--- config.mk ---
export PLATFORM = sky130hd
export DESIGN_NAME = mmio_io_unit_flat
export DESIGN_NICKNAME = d
export VERILOG_FILES = /design/src/rtl/mmio_io_unit_pkg.sv /design/src/rtl/mmio_io_unit_if.sv /design/src/rtl/mmio_io_unit_sync_fifo.sv /design/src/rtl/mmio_io_unit.sv /design/src/flat_wrapper.sv
export SDC_FILE = /design/constraint.sdc
export NUM_CORES = 1
export LEC_CHECK = 0
export CORE_MARGIN = 10
export CORE_UTILIZATION = 49
export CTS_CLUSTER_SIZE = 20
export DETAILED_ROUTE_END_ITERATION = 7
export GPL_TIMING_DRIVEN = 0
export HOLD_SLACK_MARGIN = 0.05
export PLACE_DENSITY = 0.87
export SYNTH_ARGS = -nofsm -noshare
export SYNTH_HDL_FRONTEND = slang
export SYNTH_SLANG_ARGS = --single-unit
--- constraint.sdc ---
create_clock -name i_clk -period 2.1 [get_ports i_clk]
set_clock_uncertainty 0.15 [all_clocks]
set_input_delay 0.42 -clock i_clk [delete_from_list [all_inputs] [get_ports i_clk]]
set_output_delay 0.42 -clock i_clk [all_outputs]
set_load 0.005 [all_outputs]
--- src/rtl/mmio_io_unit_pkg.sv ---
// Shared I/O-space offsets and helpers for the MEM-stage MMIO target.
package mmio_io_unit_pkg;

  localparam logic [7:0] IO_UART_CTRL = 8'h00;
  localparam logic [7:0] IO_UART_RX   = 8'h04;
  localparam logic [7:0] IO_UART_TX   = 8'h08;
  localparam logic [7:0] IO_CYCLE_CNT = 8'h10;
  localparam logic [7:0] IO_INST_CNT  = 8'h14;
  localparam logic [7:0] IO_CNT_RST   = 8'h18;

  function automatic logic [31:0] io_status(input logic rx_nonempty, input logic tx_empty);
    return {30'b0, rx_nonempty, tx_empty};
  endfunction

endpackage

--- src/rtl/mmio_io_unit_if.sv ---
// MEM-stage access bus into the I/O target; rdata returns in WB.
interface mmio_io_unit_if;
  logic        io_en;
  logic        io_we;
  logic        stall;
  logic [31:0] addr;
  logic [31:0] wdata;
  logic [31:0] rdata;

  modport master (output io_en, io_we, stall, addr, wdata, input rdata);
  modport slave  (input io_en, io_we, stall, addr, wdata, output rdata);
endinterface

--- src/rtl/mmio_io_unit_sync_fifo.sv ---
// Single-clock FIFO with pointer-wrap-bit full/empty and a combinational head.
module mmio_io_unit_sync_fifo #(
  parameter int unsigned WIDTH = 8,
  parameter int unsigned DEPTH = 8
) (
  input  logic             i_clk,
  input  logic             i_rst_n,
  input  logic             i_push,
  input  logic [WIDTH-1:0] i_data,
  input  logic             i_pop,
  output logic [WIDTH-1:0] o_head,
  output logic             o_full,
  output logic             o_empty
);
  localparam int unsigned AW = $clog2(DEPTH);

  logic [AW:0]      r_wptr;
  logic [AW:0]      r_rptr;
  logic [WIDTH-1:0] r_mem [DEPTH];
  logic             w_push_ok;
  logic             w_pop_ok;

  assign o_empty   = (r_wptr == r_rptr);
  assign o_full    = (r_wptr[AW] != r_rptr[AW]) && (r_wptr[AW-1:0] == r_rptr[AW-1:0]);
  assign w_push_ok = i_push && !o_full;
  assign w_pop_ok  = i_pop && !o_empty;
  assign o_head    = r_mem[r_rptr[AW-1:0]];

  always_ff @(posedge i_clk) begin
    if (w_push_ok) begin
      r_mem[r_wptr[AW-1:0]] <= i_data;
    end
  end

  always_ff @(posedge i_clk or negedge i_rst_n) begin
    if (!i_rst_n) begin
      r_wptr <= '0;
      r_rptr <= '0;
    end else begin
      if (w_push_ok) r_wptr <= r_wptr + (AW + 1)'(1);
      if (w_pop_ok)  r_rptr <= r_rptr + (AW + 1)'(1);
    end
  end

endmodule

--- src/rtl/mmio_io_unit.sv ---
// MMIO target: UART RX FIFO, UART TX holding register, cycle/instret counters,
// and the registered load-data return path to WB.
module mmio_io_unit
  import mmio_io_unit_pkg::*;
#(
  parameter int unsigned RX_DEPTH = 8,
  parameter int unsigned CNT_W    = 32
) (
  input  logic         i_clk,
  input  logic         i_rst_n,
  mmio_io_unit_if.slave bus,
  input  logic         i_inst_retire,
  input  logic [7:0]   i_uart_rx_data,
  input  logic         i_uart_rx_valid,
  output logic         o_uart_rx_ready,
  output logic [7:0]   o_uart_tx_data,
  output logic         o_uart_tx_valid,
  input  logic         i_uart_tx_ready
);
  logic             w_acc;
  logic             w_rd;
  logic             w_wr;
  logic [7:0]       w_off;
  logic             w_rx_empty;
  logic             w_rx_full;
  logic [7:0]       w_rx_head;
  logic             w_pop;
  logic             w_tx_load;
  logic             w_cnt_clr;
  logic [31:0]      w_rd_data;
  logic             unused_bits;

  logic [31:0]      r_rdata;
  logic             r_tx_valid;
  logic [7:0]       r_tx_data;
  logic [CNT_W-1:0] r_cyc_cnt;
  logic [CNT_W-1:0] r_inst_cnt;

  assign w_acc       = bus.io_en && !bus.stall;
  assign w_rd        = w_acc && !bus.io_we;
  assign w_wr        = w_acc && bus.io_we;
  assign w_off       = bus.addr[7:0];
  assign unused_bits = ^{bus.addr[31:8], bus.wdata[31:8]};

  assign w_pop     = w_rd && (w_off == IO_UART_RX) && !w_rx_empty;
  // Uses pre-edge tx_valid, so a write racing the handshake is dropped.
  assign w_tx_load = w_wr && (w_off == IO_UART_TX) && !r_tx_valid;
  assign w_cnt_clr = w_wr && (w_off == IO_CNT_RST);

  mmio_io_unit_sync_fifo #(
    .WIDTH (8),
    .DEPTH (RX_DEPTH)
  ) u_rx_fifo (
    .i_clk   (i_clk),
    .i_rst_n (i_rst_n),
    .i_push  (i_uart_rx_valid),
    .i_data  (i_uart_rx_data),
    .i_pop   (w_pop),
    .o_head  (w_rx_head),
    .o_full  (w_rx_full),
    .o_empty (w_rx_empty)
  );

  always_comb begin
    w_rd_data = '0;
    case (w_off)
      IO_UART_CTRL: w_rd_data = io_status(!w_rx_empty, !r_tx_valid);
      IO_UART_RX:   w_rd_data = w_rx_empty ? 32'h0 : {24'b0, w_rx_head};
      IO_CYCLE_CNT: w_rd_data = 32'(r_cyc_cnt);
      IO_INST_CNT:  w_rd_data = 32'(r_inst_cnt);
      default:      w_rd_data = '0;
    endcase
  end

  always_ff @(posedge i_clk or negedge i_rst_n) begin
    if (!i_rst_n) begin
      r_rdata    <= '0;
      r_tx_valid <= 1'b0;
      r_tx_data  <= '0;
      r_cyc_cnt  <= '0;
      r_inst_cnt <= '0;
    end else begin
      r_rdata <= w_rd ? w_rd_data : 32'h0;

      if (w_tx_load) begin
        r_tx_valid <= 1'b1;
        r_tx_data  <= bus.wdata[7:0];
      end else if (r_tx_valid && i_uart_tx_ready) begin
        r_tx_valid <= 1'b0;
      end

      if (w_cnt_clr) begin
        r_cyc_cnt  <= '0;
        r_inst_cnt <= '0;
      end else begin
        r_cyc_cnt  <= r_cyc_cnt + {{(CNT_W-1){1'b0}}, 1'b1};
        r_inst_cnt <= r_inst_cnt + {{(CNT_W-1){1'b0}}, i_inst_retire};
      end
    end
  end

  assign bus.rdata       = r_rdata;
  assign o_uart_rx_ready = !w_rx_full;
  assign o_uart_tx_data  = r_tx_data;
  assign o_uart_tx_valid = r_tx_valid;

endmodule

--- src/flat_wrapper.sv ---
// flat-port wrapper written by rule: the top's interface ports become plain ports
module mmio_io_unit_flat import mmio_io_unit_pkg::*;
#(
  parameter int unsigned RX_DEPTH = 8,
  parameter int unsigned CNT_W    = 32
)
  (i_clk, i_rst_n, i_inst_retire, i_uart_rx_data, i_uart_rx_valid, o_uart_rx_ready, o_uart_tx_data, o_uart_tx_valid, i_uart_tx_ready, bus_io_en, bus_io_we, bus_stall, bus_addr, bus_wdata, bus_rdata);
  mmio_io_unit_if bus_i ();
  input  logic i_clk;
  input  logic i_rst_n;
  input  logic i_inst_retire;
  input  logic [7:0] i_uart_rx_data;
  input  logic i_uart_rx_valid;
  output logic o_uart_rx_ready;
  output logic [7:0] o_uart_tx_data;
  output logic o_uart_tx_valid;
  input  logic i_uart_tx_ready;
  input wire logic [$bits(bus_i.io_en)-1:0] bus_io_en;
  input wire logic [$bits(bus_i.io_we)-1:0] bus_io_we;
  input wire logic [$bits(bus_i.stall)-1:0] bus_stall;
  input wire logic [$bits(bus_i.addr)-1:0] bus_addr;
  input wire logic [$bits(bus_i.wdata)-1:0] bus_wdata;
  output wire logic [$bits(bus_i.rdata)-1:0] bus_rdata;
  assign bus_i.io_en = bus_io_en;
  assign bus_i.io_we = bus_io_we;
  assign bus_i.stall = bus_stall;
  assign bus_i.addr = bus_addr;
  assign bus_i.wdata = bus_wdata;
  assign bus_rdata = bus_i.rdata;
  mmio_io_unit #(.RX_DEPTH(RX_DEPTH), .CNT_W(CNT_W)) u_core (.i_clk(i_clk), .i_rst_n(i_rst_n), .bus(bus_i), .i_inst_retire(i_inst_retire), .i_uart_rx_data(i_uart_rx_data), .i_uart_rx_valid(i_uart_rx_valid), .o_uart_rx_ready(o_uart_rx_ready), .o_uart_tx_data(o_uart_tx_data), .o_uart_tx_valid(o_uart_tx_valid), .i_uart_tx_ready(i_uart_tx_ready));
endmodule
Yosys cells after proc, flatten, opt, wreduce, memory -nomap -nowiden
Memory sizes are Yosys's and may differ from the RTL's.
Cells that the tools add are included.
{ "word_totals": {"regBits": 113, "latchBits": 0, "ramBits": 64, "rom_bits": 0, "inputBits": 80, "out_inout_bits": 42, "word_cells": 48, "n_memories": 1} }
{ "op_classes": {"add_sub_neg": 4, "mul": 0, "div_mod_pow": 0, "magnitude_cmp": 0, "n_eq_ne": 8, "shifts": 0, "mux": 9, "bitwise_logic": 0, "reduce_logical": 19} }
{ "mem_list": {"columns": ["name", "words", "word_bits", "read_ports", "rd_clocked_by_memory_dff", "wr", "line_no", "source"], "rows": [
  ["u_core.u_rx_fifo.r_mem", 8, 8, 1, 0, 1, "mmio_io_unit_sync_fifo.sv:19", "logic [WIDTH-1:0] r_mem [DEPTH];"]
]} }
{ "op_table": {"columns": ["operator", "count"], "rows": [
  ["32-bit one-hot mux with 4 select lines", 1],
  ["32-bit two-way mux", 3],
  ["32-bit by 1-bit adder with 32-bit output", 1],
  ["32-bit by 1-bit adder with 32-bit output (second input constant)", 1],
  ["8-bit by 5-bit == test with 1-bit output (second input constant)", 3],
  ["1-bit logical AND", 12],
  ["4-bit by 1-bit adder with 4-bit output (second input constant)", 2],
  ["8-bit by 3-bit == test with 1-bit output (second input constant)", 1],
  ["8-bit by 4-bit == test with 1-bit output (second input constant)", 1],
  ["8-bit logical NOT", 1],
  ["8-bit two-way mux", 1],
  ["1-bit logical NOT", 5],
  ["4-bit == test", 1],
  ["1-bit two-way mux", 4],
  ["3-bit == test", 1],
  ["2-bit nonzero test", 1],
  ["1-bit != test", 1]
]} }

Longest topological paths before layout
Gate-level depths: netlist of the first run.
{ "logic_depth": {"word_depth": 6, "ltp_mapped": 8, "depth_no_buf": 6} }

Cells and area by module
A second synthesis of the first run with hierarchy kept.
{ "unflattened": {"hier_cells": 647, "hier_area_um2": 8151.6} }
{ "modules_own_cells": {"columns": ["mod", "instances", "cells_per_inst", "area_each_um2", "seq_area_each_um2"], "rows": [
  ["mmio_io_unit", 1, 496, 5121.2, 2627.5],
  ["mmio_io_unit_sync_fifo", 1, 151, 3030.4, 2122.0]
]} }

Least setup slack after synthesis of the first run
Ideal clock, no wire load.
{ "synth_path": {"path_type": "reg2reg", "startpoint": "register u_core.u_rx_fifo.r_wptr[0]", "endpoint": "memory u_core.u_rx_fifo.r_mem[0][0] (enable)", "setup_ns": 0.383, "arrival_ns": 1.706, "required_ns": 1.567, "path_slack_ns": -0.139, "path_stages_with_launch": 6, "path_buffers": 1, "period_less_slack_ns": 2.239, "path_cell_list": "dfrtp_1 clkbuf_1 xor2_1 or4_1 nand3_1 nor3_1"} }
{ "synth_via": {"elab_chain_cells": 6} }
{ "synth_rtl": {"columns": ["item", "line_no", "source"], "rows": [
  ["start, declared", "mmio_io_unit_sync_fifo.sv:17", "logic [AW:0] r_wptr;"],
  ["start signal, assigned", "mmio_io_unit_sync_fifo.sv:40", "if (w_push_ok) r_wptr <= r_wptr + (AW + 1)'(1);"],
  ["3-bit == test", "mmio_io_unit_sync_fifo.sv:24", "assign o_full = (r_wptr[AW] != r_rptr[AW]) && (r_wptr[AW-1:0] == r_rptr[AW-1:0]);"],
  ["1-bit logical AND", "mmio_io_unit_sync_fifo.sv:24", null],
  ["1-bit logical NOT", null, null],
  ["named net o_uart_rx_ready", "flat_wrapper.sv:14", "output logic o_uart_rx_ready;"],
  ["1-bit logical AND", "mmio_io_unit_sync_fifo.sv:25", "assign w_push_ok = i_push && !o_full;"],
  ["1-bit two-way mux", "mmio_io_unit_sync_fifo.sv:30", "if (w_push_ok) begin"],
  ["1-bit two-way mux (not written as such)", "mmio_io_unit_sync_fifo.sv:31", "r_mem[r_wptr[AW-1:0]] <= i_data;"],
  ["end, declared", "mmio_io_unit_sync_fifo.sv:19", null]
]} }
The timed path passes the listed nets, and every way through them passes these cells.

Worst setup path after layout of the first run
{ "layout_path": {"startpoint": "register u_core.u_rx_fifo.r_rptr[1]", "endpoint": "output port o_uart_rx_ready"} }
{ "layout_via": {"elab_chain_cells": 3} }
{ "layout_rtl": {"columns": ["item", "line_no", "source"], "rows": [
  ["start, declared", "mmio_io_unit_sync_fifo.sv:18", "logic [AW:0] r_rptr;"],
  ["start signal, assigned", "mmio_io_unit_sync_fifo.sv:41", "if (w_pop_ok) r_rptr <= r_rptr + (AW + 1)'(1);"],
  ["3-bit == test", "mmio_io_unit_sync_fifo.sv:24", null],
  ["1-bit logical AND", "mmio_io_unit_sync_fifo.sv:24", null],
  ["1-bit logical NOT", "mmio_io_unit.sv:103", "assign o_uart_rx_ready = !w_rx_full;"],
  ["end, declared", "flat_wrapper.sv:14", null]
]} }
Every way passes these cells.

==> results of run 1 <==
==> timing repair <==
| action | in CTS | in global routing |
|---|---|---|
| hold endpoints to repair | 71 | 0 |
| hold buffers | 1 | 0 |
| setup endpoints to repair | 167 | 158 |
| gates resized for setup | 63 | 67 |
| cloned | 1 | 1 |
| buffers inserted | 22 | 23 |
| pin swaps | 24 | 20 |
==> flip-flops by register name, indices dropped and copies added, names as in the netlist <==
name                     flops
u_core.u_rx_fifo.r_rptr      4
u_core.o_uart_tx_data        8
u_core.r_inst_cnt           32
u_core.o_uart_tx_valid       1
u_core.u_rx_fifo.r_wptr      4
u_core.bus.rdata            32
u_core.r_cyc_cnt            32
u_core.u_rx_fifo.r_mem      64
==> worst paths after layout <==
kind / endpoint / from / depth (start not counted)
setup / recovery: o_uart_rx_ready / u_core.u_rx_fifo.r_rptr[1] / 3
hold / removal: u_core.u_rx_fifo.r_wptr[3] / u_core.u_rx_fifo.r_wptr[3] / 1
setup reg to reg: u_core.u_rx_fifo.r_wptr[3] / u_core.u_rx_fifo.r_rptr[2] / 4
hold reg to reg: u_core.u_rx_fifo.r_wptr[3] / u_core.u_rx_fifo.r_wptr[3] / 1
max in group asynchronous: u_core.u_rx_fifo.r_wptr[2] / i_rst_n / 3
min in group asynchronous: u_core.r_cyc_cnt[9] / i_rst_n / 2
==> per-stage QoR <==
| step | TNS (ps) | instance area [um2] | std cells | setup slack [ps] |
|---|---|---|---|---|
| 2_1_floorplan | -2060 | 8040 | 656 | -139 |
| 3_3_place_gp | -534790 | 9040 | 945 | -3880 |
| 3_5_place_dp | -104340 | 9050 | 946 | -904 |
| 4_1_cts | -1790 | 10000 | 996 | -236 |
| 5_1_grt | -6310 | 10500 | 1019 | -270 |
| 6_report | -3450 | 10500 | 1019 | -247 |
==> cell type report <==
cell class                 instances  area (um2)
timing repair buffer             122        1210
multi-input combinational        429        3380
tap                              216         270
sequential                       177        4780
clock buffer                      19         433
fill                            1116        5480
clock inverter                    13         151
buffer                            32         205
inverter                          11        41.3
==> logic make-up after synthesis <==
kind of cell / after synthesis / synth area share, %
buf+inv: 50 / 2.60
simple gates: 241 / 17.0
fa+ha+maj: 5 / 0.784
compound gates: 109 / 8.72
mux: 42 / 7.83
flops: 177 / 59.6
xor+xnor: 32 / 3.51
==> cells in the mapped netlist (all sizes together) <==
| library cell | instances | area share (%) |
|---|---|---|
| dfrtp | 113 | 35 |
| edfxtp | 64 | 24 |
| nor2 | 56 | 2.6 |
| a21oi | 42 | 2.7 |
| nand2 | 36 | 1.7 |
| nand3 | 33 | 2.3 |
| a22oi | 25 | 2.4 |
| clkbuf | 25 | 1.2 |
| or4 | 25 | 2.5 |
| o31ai | 24 | 2.3 |
| mux2 | 23 | 3.2 |
| xnor2 | 23 | 2.5 |
| nand4 | 16 | 1.4 |
| nor3 | 15 | 0.94 |
| or3 | 15 | 1.2 |
| buf | 14 | 0.91 |
| mux4 | 14 | 4.0 |
| inv | 11 | 0.52 |
| o21ai | 11 | 0.69 |
| nor4 | 9 | 0.71 |
| xor2 | 9 | 0.99 |
| and2 | 7 | 0.55 |
| and3 | 7 | 0.55 |
| and4 | 5 | 0.55 |
| ha | 5 | 0.78 |
| mux2i | 5 | 0.63 |
| nand2b | 3 | 0.24 |
| nor4b | 3 | 0.52 |
| o21a | 3 | 0.28 |
| nand3b | 2 | 0.19 |
| nor2b | 2 | 0.16 |
| nor3b | 2 | 0.25 |
| o41ai | 2 | 0.22 |
| or4b | 2 | 0.25 |
| a311oi | 1 | 0.11 |
| a31oi | 1 | 0.078 |
| and3b | 1 | 0.11 |
| nand4b | 1 | 0.11 |
| or3b | 1 | 0.11 |
==> cell usage in the layout (no fill, tap or decap), types with 8 or more instances in the layout <==
cell             synthesis  routed
xnor2_1                 23      23
nand4_1                 15      15
dfrtp_1                113      92
xor2_1                   9       9
dfrtp_2                  0      21
nand2_1                 36      34
a22oi_1                 25      25
nor3_1                  15      12
mux4_2                  14      14
a21oi_2                  2      11
mux2_2                  23      23
clkbuf_16                0      18
buf_4                    0      41
nor2_1                  56      51
nor4_1                   9       8
buf_2                   10       8
o31ai_1                 24      16
o21ai_0                 11      11
a21oi_1                 40      31
nand3_1                 31      28
clkdlybuf4s50_1          0      69
inv_1                   11      11
clkbuf_1                25      11
or4_4                    3      10
or3_1                   13       8
edfxtp_1                64      64
or4_1                   22      15
==> power groups by stage <==
stage	Combinational, mW	Clock [mW]	Sequential (mW)
4_1_cts	1.19	3.18	4.21
5_1_grt	1.57	3.34	4.25
3_5_place_dp	0.969	0	4.28
6_report	1.45	3.17	4.22
2_1_floorplan	0.659	0	4.21
3_3_place_gp	0.912	0	4.26
==> worst reg2reg max path, cell delays in order (launching register included) <==
cell and delay [ps]:
dfrtp_2 430, xor2_1 200, o41ai_1 780, nor3_2 290
xor2_1 220
==> layer usage <==
metal / track usage, % / vias up
met5: 0 / -
li1: - / 2734
met3: 4.33 / 68
met2: 30.9 / 319
met4: 8.52 / 2
met1: 20.7 / 2997
==> results.json, run 1 <==
{
  "overflow": 0,
  "initial_utilization_pct": 50.0,
  "hold_slack_ps": 342,
  "synth_cell_types": 49,
  "dr.pass1.iters": 5,
  "grt_max_degree": 73,
  "ant_nets": 0,
  "syn_nets": 741,
  "clockPowerShare_pct": 35.8,
  "rows": 46,
  "routed_wl_um": 20400,
  "violations": "negative setup slack",
  "root_buffer": "clkbuf_16",
  "status": "finished with violations",
  "drc": 0,
  "yosys_warnings": 0,
  "power.internal_mw": 6.44,
  "grt_first_pass_wirelength_um": 31600,
  "max_stage_delay_ps": 580,
  "swShare_pct": 27.2,
  "diodes": 0,
  "gp_congestion": 0.862,
  "synthToLayoutAreaGrowth_pct": 31.2,
  "hp-class": "register to register",
  "io_pins": 122,
  "worst_slew_pin_slew_ps": 909,
  "wl_per_cell_um": 20.0,
  "route.vias.total": 6120,
  "critPathArrivalTime_ps": 1780,
  "slew_viol_final": 0,
  "clkSinkCount": 177,
  "core_um2": 15900,
  "drtIter0Drc": 506,
  "pwr_density_cell_nw_per_um2": 845,
  "max-cap-violations": 0,
  "dp_hpwl_um": 12800,
  "rsz0062_at_grt": "yes",
  "fmax_ghz": 0.426,
  "wl_met1_um": 7480,
  "grt_usage_pct": 18.0,
  "grt_pass1_vias": 6045,
  "fin_crit_sh_pct": 112,
  "seq_area_frac_synth_pct": 59.6,
  "cts.clk_slew.worst_paths_ps": 70,
  "final_util_pct": 65.6,
  "dieWidth_um": 148,
  "slowest_stage": "or4_4",
  "syn_inst": 656,
  "cts_tree": "done",
  "routed_via_density": 6.01,
  "p_seq_share_pct": 47.8,
  "cp_top_family": "simple AND/OR/NAND/NOR gates",
  "synth_seq_cells": 177,
  "antenna_found_initial": 1,
  "fp.dieH_um": 148,
  "ir_worst_vdd_mv": 0.861,
  "end_kind": "output pin",
  "r2r_slack_ps": -130,
  "dieArea_um2": 21800,
  "htreeDepth": 4,
  "finalSetupViolCount": 51,
  "crit_buf_inv": 1,
  "insertion_delay_ps": 440,
  "worstPathCellList": "xor2_1 -> or4_4 -> buf_2",
  "p_leak_nw": 3.81,
  "top_layer": "met5",
  "nets": 875,
  "met3_length_um": 1450,
  "cts_buffers": 17,
  "postSynthAreaPerCell_um2": 12.2,
  "layout-drive-gt1-share_pct": 28.0,
  "setup_slack_ps": -247,
  "finalPower_mw": 8.84,
  "timing.slew.headroom_pct": 39.4,
  "fin_crit_ps": 2350,
  "wl_met2_um": 10900,
  "netlist_area_um2": 7980,
  "critPathKind": "register to output pin",
  "worstSetupStartpointType": "register",
  "share_comb_of_total_power_pct": 16.4,
  "p_sw_mw": 2.41,
  "critical_path_required_ps": 1530,
  "clockBufferDepth": 2,
  "hold_violations": 0,
  "cp_max_fo": 4,
  "io_buffers": 73
}
Note: power is estimated with default switching activity, not from simulation.
==> run 2, diff against run 1 <==
CTS_CLUSTER_DIAMETER = 40   (was default)
==> results of run 2 <==
The final DEF is identical to that of run 1; final timing and power are the same.
